<file path="src/rtl/posit_encoder.sv">
// posit_encoder: two-stage posit packer (inverse of the posit decoder).
//   Stage 1 builds the unsigned regime/exponent/fraction bitstring and settles
//   regime saturation. Stage 2 rounds to WIDTH-1 magnitude bits, applies the
//   sign and the zero/NaR specials, and holds the result under backpressure.
// Optional feature macro: POSIT_ENCODER_RNE_EN
//   defined   -> round-to-nearest-even
//   undefined -> truncation
// Ports:
//   clk, rst                    clock (rising edge), async active-low reset
//   in_valid / in_ready         input handshake (in_ready is combinational from out_ready)
//   sign, regime, exponent,
//   mantissa, is_zero, is_nar   input fields
//   out_valid / out_ready, q    output handshake and encoded posit
module posit_encoder #(
  parameter int unsigned WIDTH = 7,
  parameter int unsigned EN    = 1
) (
  input  logic              clk,
  input  logic              rst,
  input  logic              in_valid,
  output logic              in_ready,
  input  logic              sign,
  input  logic signed [7:0] regime,
  input  logic signed [7:0] exponent,
  input  logic [7:0]        mantissa,
  input  logic              is_zero,
  input  logic              is_nar,
  output logic              out_valid,
  input  logic              out_ready,
  output logic [WIDTH-1:0]  q
);

  localparam int unsigned MW = WIDTH - 1;          // magnitude bits
  localparam int unsigned BW = EN + 8;             // exponent + fraction bits
  localparam int unsigned FW = WIDTH - 1 + EN + 10; // stage-1 bitstring width
  localparam int          KMAX = int'(WIDTH) - 2;
  localparam int          KMIN = -(int'(WIDTH) - 1);

  // Stage 1 state
  logic          s1_valid_q, s1_valid_d;
  logic [FW-1:0] field_q, field_d;
  logic          neg_q, neg_d;
  logic          zero_q, zero_d;
  logic          nar_q, nar_d;

  // Stage 2 (output) state
  logic             out_valid_q, out_valid_d;
  logic [WIDTH-1:0] q_q, q_d;

  logic s1_load_c;
  logic s2_load_c;

  // Handshake: S2 refills when it is empty or being drained; S1 can then accept.
  assign s2_load_c = s1_valid_q & (~out_valid_q | out_ready);
  assign in_ready  = ~s1_valid_q | s2_load_c;
  assign s1_load_c = in_valid & in_ready;

  // Stage 1: regime run + exponent + fraction, left-aligned, with saturation
  logic [15:0]       body_wide_c;
  logic [BW-1:0]     body_c;
  logic [FW-1:0]     body_al_c;
  logic [FW-1:0]     regime_bits_c;
  logic [FW-1:0]     built_c;
  int                k_c;
  int unsigned       run_len_c;
  int unsigned       ones_c;
  int unsigned       one_pos_c;

  always_comb begin
    body_wide_c   = {exponent, mantissa};
    body_c        = body_wide_c[BW-1:0];
    body_al_c     = {body_c, {(FW-BW){1'b0}}};
    k_c           = int'(regime);
    run_len_c     = 32'd0;
    ones_c        = 32'd0;
    one_pos_c     = 32'd0;
    regime_bits_c = '0;
    built_c       = '0;
    if (k_c >= KMAX) begin
      built_c = {{MW{1'b1}}, {(FW-MW){1'b0}}};
    end else if (k_c <= KMIN) begin
      built_c = FW'(1) << (FW - MW);
    end else begin
      if (k_c >= 0) begin
        // k+1 ones then a terminating zero
        ones_c        = 32'(k_c + 1);
        run_len_c     = 32'(k_c + 2);
        regime_bits_c = ~({FW{1'b1}} >> ones_c);
      end else begin
        // -k zeros then a terminating one
        run_len_c     = 32'(1 - k_c);
        one_pos_c     = 32'(int'(FW) - 1 + k_c);
        regime_bits_c = FW'(1) << one_pos_c;
      end
      built_c = regime_bits_c | (body_al_c >> run_len_c);
    end
  end

  always_comb begin
    s1_valid_d = s1_valid_q;
    field_d    = field_q;
    neg_d      = neg_q;
    zero_d     = zero_q;
    nar_d      = nar_q;
    if (s1_load_c) begin
      s1_valid_d = 1'b1;
      field_d    = built_c;
      neg_d      = sign;
      zero_d     = is_zero;
      nar_d      = is_nar;
    end else if (s2_load_c) begin
      s1_valid_d = 1'b0;
    end
  end

  // Stage 2: round, clamp to [minpos, maxpos], apply sign and specials
  logic [MW-1:0]    kept_c;
  logic             inc_c;
  logic [WIDTH-1:0] rounded_c;
  logic [MW-1:0]    mag_c;
  logic [WIDTH-1:0] signed_c;
  logic [WIDTH-1:0] enc_c;

  assign kept_c = field_q[FW-1 -: MW];

`ifdef POSIT_ENCODER_RNE_EN
  logic guard_c;
  logic sticky_c;
  assign guard_c  = field_q[FW-MW-1];
  assign sticky_c = |field_q[FW-MW-2:0];
  assign inc_c    = guard_c & (sticky_c | kept_c[0]);
`else
  logic unused_round_bits;
  assign unused_round_bits = ^field_q[FW-MW-1:0];
  assign inc_c             = 1'b0;
`endif

  always_comb begin
    rounded_c = {1'b0, kept_c} + WIDTH'(inc_c);
    if (rounded_c[WIDTH-1]) begin
      mag_c = {MW{1'b1}};
    end else if (rounded_c[MW-1:0] == '0) begin
      mag_c = MW'(1);
    end else begin
      mag_c = rounded_c[MW-1:0];
    end
    signed_c = neg_q ? (~{1'b0, mag_c} + WIDTH'(1)) : {1'b0, mag_c};
    if (nar_q) begin
      enc_c = {1'b1, {MW{1'b0}}};
    end else if (zero_q) begin
      enc_c = '0;
    end else begin
      enc_c = signed_c;
    end
  end

  always_comb begin
    out_valid_d = out_valid_q;
    q_d         = q_q;
    if (s2_load_c) begin
      out_valid_d = 1'b1;
      q_d         = enc_c;
    end else if (out_ready) begin
      out_valid_d = 1'b0;
    end
  end

  // State registers
  always_ff @(posedge clk or negedge rst) begin
    if (!rst) begin
      s1_valid_q  <= 1'b0;
      field_q     <= '0;
      neg_q       <= 1'b0;
      zero_q      <= 1'b0;
      nar_q       <= 1'b0;
      out_valid_q <= 1'b0;
      q_q         <= '0;
    end else begin
      s1_valid_q  <= s1_valid_d;
      field_q     <= field_d;
      neg_q       <= neg_d;
      zero_q      <= zero_d;
      nar_q       <= nar_d;
      out_valid_q <= out_valid_d;
      q_q         <= q_d;
    end
  end

  assign out_valid = out_valid_q;
  assign q         = q_q;

endmodule

</file>
<file path="config.mk">
export PLATFORM = sky130hd
export DESIGN_NAME = posit_encoder
export DESIGN_NICKNAME = d
export VERILOG_FILES = /design/src/rtl/posit_encoder.sv
export SDC_FILE = /design/constraint.sdc
export NUM_CORES = 1
export LEC_CHECK = 0
export ABC_AREA = 1
export BUFFER_PORTS_ARGS = -buffer_cell sky130_fd_sc_hd__clkbuf_2
export CAP_MARGIN = 40
export CORE_ASPECT_RATIO = 0.7
export CORE_MARGIN = 2
export CORE_UTILIZATION = 49
export CTS_CLUSTER_SIZE = 10
export DETAILED_ROUTE_END_ITERATION = 12
export GPL_TIMING_DRIVEN = 0
export HOLD_SLACK_MARGIN = 0.12
export PLACE_DENSITY_LB_ADDON = 0.15
export SKIP_CTS_REPAIR_TIMING = 1
export SLEW_MARGIN = 20
export SYNTH_ARGS = -nofsm -noshare
export SYNTH_HDL_FRONTEND = slang
export SYNTH_SLANG_ARGS = --single-unit
</file>
<file path="constraint.sdc">
create_clock -name clk -period 1.44 [get_ports clk]
set_clock_uncertainty 0.1 [all_clocks]
set_input_delay 0.288 -clock clk [delete_from_list [all_inputs] [get_ports clk]]
set_output_delay 0.288 -clock clk [all_outputs]
set_load 0.02 [all_outputs]
</file>
==> results by group, run 1 <==
Global routing
  – Tot GR Track Use: 0.236
  – Initial antenna violation count: 0
  – Total grt overflow: 0
  – Largest net degree at the start of global routing: 19
  – Vias in the first global route: about 1500
  – First-pass GRT wire length: 7.22 mm

Synth
  – Mapped Cells: 266
  – Yosys warnings: 0
  – Post-synthesis register bit count: 18
  – Mapped Avg Cell Area: 6.47 sq um
  – Synth cell types: 29
  – Synth cell count leaders: nand2_1 (69), nor2_1 (33), nand3_1 (31)
  – Seq/Total Area, Yosys: 0.262
  – Syn Nets: 308
  – Most frequent cell after synthesis: nand2_1
  – Post-synth EDFFs: 0
  – Top cell type by total area after synthesis: dfrtp_1
  – Post-synthesis async set-or-reset flop share: 1.00
  – Post-synth top flop: dfrtp_1
  – Yosys top cell area share: 0.262
  – Mapped Area: 0.00172 sq mm
  – Largest cells by area after synthesis: dfrtp_1 (26%), nand2_1 (15%), nand3_1 (9.0%)

Critical path
  – Worst Path Max Fanout: 7
  – Worst Path Arrival: 1.90 ns
  – Required @ worst endpoint: 1.51 ns
  – Max incr delay on CP: 0.22 ns
  – Reg2reg setup slack: -0.20 ns
  – CP Class: in -> reg
  – CP startpoint kind: input pin
  – Crit path max-delay cell type: ha_4
  – Crit path capture type: flip-flop
  – Crit-path cells: buf_12, clkinvlp_4, ha_4, inv_2, nand2_1, o21ai_1, xor2_1, nand3_2, nor2_4, inv_2, o21ai_2, nand2_1, a21oi_1

Floorplanning
  – Starting Density: 0.529
  – Total die area: 0.00401 sq mm
  – # rows: 17
  – CORE AREA: 0.00325 sq mm
  – Num ports: 40
  – Die W: roughly 75 um
  – Chip height: roughly 54 um

Timing
  – Final setup vio count: 12
  – TNS Setup: -2.66 ns
  – Max-slew headroom: 0.655
  – Fin. Hold Viols: 0
  – RSZ-0062 raised after global routing: true
  – Worst Setup Slack, final: -0.388 ns
  – Minimum hold slack: 0.125 ns
  – Pins Over Slew Limit: 0
  – Final min period: between 1.5 and 2 ns
  – Fmax: between 0.5 and 0.6 GHz
  – Final period utilization: 1.27
  – Worst-margin pin slew: about 0.52 ns

Clocking
  – Clk pin slew, worst setup/hold paths: 0.07 ns
  – H-tree depth: 1
  – CTS Buffer Depth: 2
  – CTS tree: built
  – CTS sink count: 18
  – Clk Latency, worst-skew pair: ~0.26 ns
  – Cts bufs inserted: 3
  – Root Buffer: clkbuf_8

Route
  – Final WL: 4.98 mm
  – DR DRC count: 0
  – Final ANT Viol Nets: 0
  – Drt initial violations: 208
  – Via count: 1947
  – Routed metal-1 wire length: 2.56 mm
  – Max Used Layer: met4
  – Met3 WL: 346 um
  – Metal2 WL: 2.05 mm
  – Initial DRT Pass Iterations: 7
  – Vias/cell: about 5.3
  – Wire per inst: 13.6 um

Placement
  – PortBufs: 28
  – Post-DP HPWL: 3.44 mm
  – Gpl congestion: 0.949

Power and ir drop
  – IR Drop Worst-Case VDD: 580 uV
  – Leakage: 0.00113 uW
  – PD cells: 825 mW/mm^2

Outcome
  – Status: complete, but fails checks
  – Failing checks: negative setup slack

Layout
  – # nets final: 363
  – Filler instances: about 250
  – Ant. Diodes: 0
  – Share of cells above drive strength 1: 0.344
  – Area Growth Syn to Fin: 38.3%

Run
  – # Max-Cap Violations: 0

Hold path
  – Worst min-delay path class: in -> reg
[through the flow]
stage,setup slack [ns],util,cells,power [uW],cell area (sq um)
after floorplan,-0.243,-,266,1150,1760
after global routing,-0.513,0.731,367,2090,2380
final,-0.388,0.731,367,1960,2380
after global placement,-0.788,0.602,341,1350,1960
after CTS,-0.558,0.619,345,1780,2020
after detailed placement,-0.819,0.602,341,1370,1960
[state kept, by name (all words and copies together) (netlist names)]
signal      flops
out_valid       1
neg_q           1
field_q         6
s1_valid_q      1
zero_q          1
q               7
nar_q           1
[routing by layer]
layer  vias up  global-route usage
li1        983                   -
met1       881               0.402
met2        79               0.307
met3         4              0.0412
met4         0              0.0179
met5         -                   0
[final cells by class]
class                           instances  area, sq um  share of cell area
Buffer                                  3         22.5             0.00947
Sequential cell                        18          450               0.189
Timing Repair inverter                  1         7.51             0.00316
Inverter                               33          143              0.0600
Multi-Input combinational cell        212         1310               0.551
Clock buffer                            4         55.1              0.0231
Tap cell                               47         58.8              0.0247
Timing Repair Buffer                   49          330               0.139
[cell usage in the layout (no fill, tap or decap), types with 2 or more instances in the layout]
| cell | netlist | final |
|---|---|---|
| nor2_1 | 33 | 27 |
| xor2_1 | 12 | 12 |
| inv_2 | 2 | 8 |
| nand4_1 | 6 | 6 |
| clkinvlp_4 | 0 | 6 |
| nand2_4 | 1 | 2 |
| o21ai_0 | 15 | 7 |
| o21ai_1 | 3 | 10 |
| nand2_1 | 69 | 60 |
| buf_4 | 0 | 20 |
| inv_1 | 29 | 19 |
| a21oi_2 | 0 | 3 |
| nor2_2 | 3 | 5 |
| buf_6 | 0 | 2 |
| nand3_2 | 1 | 5 |
| nand2_2 | 2 | 10 |
| a21oi_1 | 13 | 10 |
| dfrtp_1 | 18 | 18 |
| clkbuf_2 | 0 | 24 |
| ha_4 | 0 | 5 |
| nor2_4 | 2 | 6 |
| clkbuf_8 | 1 | 5 |
| ha_1 | 11 | 5 |
| nand3_1 | 31 | 27 |
[critical path, delay by kind of cell]
kind | cells | cell delay (ns)
and+or+nand+nor | 4 | 0.45
xor gates and xnor gates | 1 | 0.19
AOI/OAI and AO/OA | 3 | 0.39
buffers and inverters | 4 | 0.36
adders and majority gates | 1 | 0.22
[cell families after synthesis]
group / after synthesis / share of synthesized area
and+or+nand+nor: 150 / 0.385
AOI/OAI and AO/OA: 38 / 0.121
buffers and inverters: 36 / 0.0851
DFF: 18 / 0.262
xor gates and xnor gates: 13 / 0.0662
adders and majority gates: 11 / 0.0800
[power breakdown]
group	internal (uW)	switching (uW)	total, uW
Clock	243	180	423
Sequential	610	79.8	690
Combinational	330	519	849
Total	1180	778	1960
[path summary, 6_finish.rpt]
kind,startpoint,to,cells past startpoint
worst max-delay path,regime[1],field_q[16],13
worst min-delay path,is_nar,nar_q,3
worst max register to register,field_q[14],q[4],9
worst min register to register,q[3],q[3],2
max in group asynchronous,rst,neg_q,2
min in group asynchronous,rst,field_q[13],2
(Power assumes the default switching activity.)
==> run 2, diff against run 1 <==
--- a/config.mk
+++ b/config.mk
@@ -16,6 +16,7 @@
 export GPL_TIMING_DRIVEN = 0
 export HOLD_SLACK_MARGIN = 0.12
 export PLACE_DENSITY_LB_ADDON = 0.15
+export REMOVE_ABC_BUFFERS = 1
 export SKIP_CTS_REPAIR_TIMING = 1
 export SLEW_MARGIN = 20
 export SYNTH_ARGS = -nofsm -noshare
==> results by group, run 2 (synthesis results as in run 1) <==
Power and ir drop
  – IR Drop Worst-Case VDD: 682 uV (was 580 uV)
  – P_int: 1180 uW (about the same)
  – Reg power frac: 0.357 (was 0.352)
  – Leakage: 0.00113 uW (about the same)
  – Switch share: 0.398 (was 0.397)
  – PD cells: 809 mW/mm^2 (was 825 mW/mm^2)
  – Clock group share of total power: 0.215 (was 0.216)
  – Combinational power share: 0.429 (was 0.433)
  – Sw Pwr: 780 uW (was 778 uW)

Placement
  – PortBufs: 29 (was 28)
  – Pre-CTS setup slack: -0.809 ns (was -0.819 ns)
  – Gpl congestion: 0.954 (was 0.949)
  – Post-DP HPWL: 3.31 mm (was 3.44 mm)
  – Post-DP Area: 0.00190 sq mm (was 0.00196 sq mm)
  – Placed Cells: 339 (was 341)

Layout
  – Share of cells above drive strength 1: 0.375 (was 0.344)
  – Area Growth Syn to Fin: 40.7% (was 38.3%)
  – # nets final: 358 (was 363)
  – Utilization after layout: 0.744 (was 0.731)
  – Commonest non-fill, non-tap cell in the layout: nand2_1 (unchanged)
  – Most frequent cells in the layout: nand2_1 (55), nand3_1 (25), nor2_1 (23), clkbuf_2 (23), inv_1 (20) (was nand2_1 (60), nor2_1 (27), nand3_1 (27), clkbuf_2 (24), buf_4 (20))
  – Ant. Diodes: 0 (unchanged)
  – Flip-flop count of the largest register after layout: 7 (unchanged)
  – Cell Count, Final, Fillers Out: 362 (was 367)
  – Filler instances: 254 (was 249)
  – Final non-filler cell area: 0.00242 sq mm (was 0.00238 sq mm)

Global routing
  – Total grt overflow: 0 (unchanged)
  – Initial antenna violation count: 0 (unchanged)
  – Vias in the first global route: 1486 (was 1513)
  – Tot GR Track Use: 0.231 (was 0.236)
  – Largest net degree at the start of global routing: 19 (unchanged)
  – First-pass GRT wire length: 6.95 mm (was 7.22 mm)

Route
  – Initial DRT Pass Iterations: 5 (was 7)
  – Final ANT Viol Nets: 0 (unchanged)
  – Via count: 1898 (was 1947)
  – Vias/cell: 5.24 (was 5.31)
  – Final WL: 4.98 mm (unchanged)
  – DR DRC count: 0 (unchanged)
  – Drt initial violations: 184 (was 208)
  – Wire per inst: 13.8 um (was 13.6 um)

Clocking
  – H-tree depth: 1 (unchanged)
  – CTS Buffer Depth: 2 (unchanged)
  – Root Buffer: clkbuf_8 (unchanged)
  – CTS sink count: 18 (unchanged)
  – Clk Latency, worst-skew pair: 0.26 ns (about the same)
  – CTS tree: built (unchanged)
  – Clk pin slew, worst setup/hold paths: 0.07 ns (about the same)
  – Cts bufs inserted: 3 (unchanged)

Timing
  – Final min period: 1.78 ns (was 1.83 ns)
  – Final period utilization: 1.24 (was 1.27)
  – Fin. Hold Viols: 0 (unchanged)
  – TNS Setup: -2.33 ns (was -2.66 ns)
  – RSZ-0062 raised after global routing: true (unchanged)
  – Final setup vio count: 11 (was 12)
  – Worst Setup Slack, final: -0.341 ns (was -0.388 ns)
  – Pins Over Slew Limit: 0 (unchanged)
  – Worst-margin pin slew: 0.435 ns (was 0.517 ns)
  – Fmax: 0.562 GHz (was 0.547 GHz)
  – Max-slew headroom: 0.710 (was 0.655)

Outcome
  – Status: complete, but fails checks (unchanged)
  – Failing checks: negative setup slack (unchanged)

Critical path
  – CP Class: in -> reg (unchanged)
  – Max incr delay on CP: 0.22 ns (about the same)
  – Required @ worst endpoint: 1.53 ns (was 1.51 ns)
  – Crit-path cells: buf_12, clkinvlp_4, ha_4, inv_2, nand2_1, o21ai_2, xor2_2, nand3_4, buf_4, a21oi_1, nand3_1, a21oi_1 (was buf_12, clkinvlp_4, ha_4, inv_2, nand2_1, o21ai_1, xor2_1, nand3_2, nor2_4, inv_2, o21ai_2, nand2_1, a21oi_1)
  – Crit path top cell by count: a21oi_1
  – Crit path max-delay cell type: xor2_2 (was ha_4)
  – Worst Path Arrival: 1.87 ns (was 1.90 ns)
  – Crit path capture type: flip-flop (unchanged)
  – Worst Path Max Fanout: 6 (was 7)
  – CP startpoint kind: input pin (unchanged)

Floorplanning
  – Total die area: 0.00401 sq mm (unchanged)
  – Chip height: 53.6 um (unchanged)
  – Starting Density: 0.529 (unchanged)
  – CORE AREA: 0.00325 sq mm (unchanged)
  – Die W: 74.8 um (unchanged)
  – # rows: 17 (unchanged)
  – Num ports: 40 (unchanged)

Run
  – # Max-Cap Violations: 0 (unchanged)

Hold path
  – Worst min-delay path class: in -> reg (unchanged)
-- run 2: changes by cell type in the layout (fill, tap and decap cells not counted), moves of 3 or more --
cell        delta
nor2_1         -4
buf_6          +3
nand2_1        -5
clkinvlp_4     -3
nand2_2        +5
nor2_2         +3
buf_4          -3
-- run 2: layout make-up --
type                    instances  area, sq um  area share
clock buffers                   4         55.1      0.0227
inverters                      33          140      0.0579
multi-input cells             212         1380       0.570
flip-flops and latches         18          450       0.186
well taps                      47         58.8      0.0243
repair buffers                 48          337       0.139
-- run 2: path summary, 6_finish.rpt --
kind	from	to	slack [ns]	depth (start not counted)
max in group asynchronous	rst	q[6]	0.54	2
hold / removal	sign	neg_q	0.12	3
setup / recovery	regime[1]	field_q[11]	-0.34	12
setup reg to reg	field_q[14]	q[4]	-0.18	9
min in group asynchronous	rst	q[2]	0.39	2
hold reg to reg	q[3]	q[3]	0.39	2
-- run 2: power by group through the flow --
stage               Combinational (uW)  Clock (uW)  Sequential (uW)
detailed placement                 639           0              699
CTS                                643         428              690
global placement                   634           0              694
floorplan                          356           0              767
global route                       932         451              713
finish                             840         421              699
-- run 2: metrics by stage --
step,hold slack [ns],total power (uW)
final,0.122,1960
after global routing,0.126,2100
after CTS,-0.136,1760
after detailed placement,0.149,1340
after global placement,0.152,1330
after floorplan,-0.108,1120
-- run 2: layer usage --
| metal | vias to the layer above | GRT usage | share of wire |
|---|---|---|---|
| met2 | 77 | 0.298 | 0.44 |
| li1 | 969 | - | - |
| met4 | 0 | 0.0268 | 0.0080 |
| met1 | 848 | 0.386 | 0.48 |
| met5 | - | 0 | 0 |
| met3 | 4 | 0.0543 | 0.078 |
-- run 2: critical path: cells and delay by family --
family | cells | cell delay [ns]
simple gates | 3 | 0.31
buf+inv | 4 | 0.44
fa+ha+maj | 1 | 0.19
xor+xnor | 1 | 0.22
compound gates | 3 | 0.40
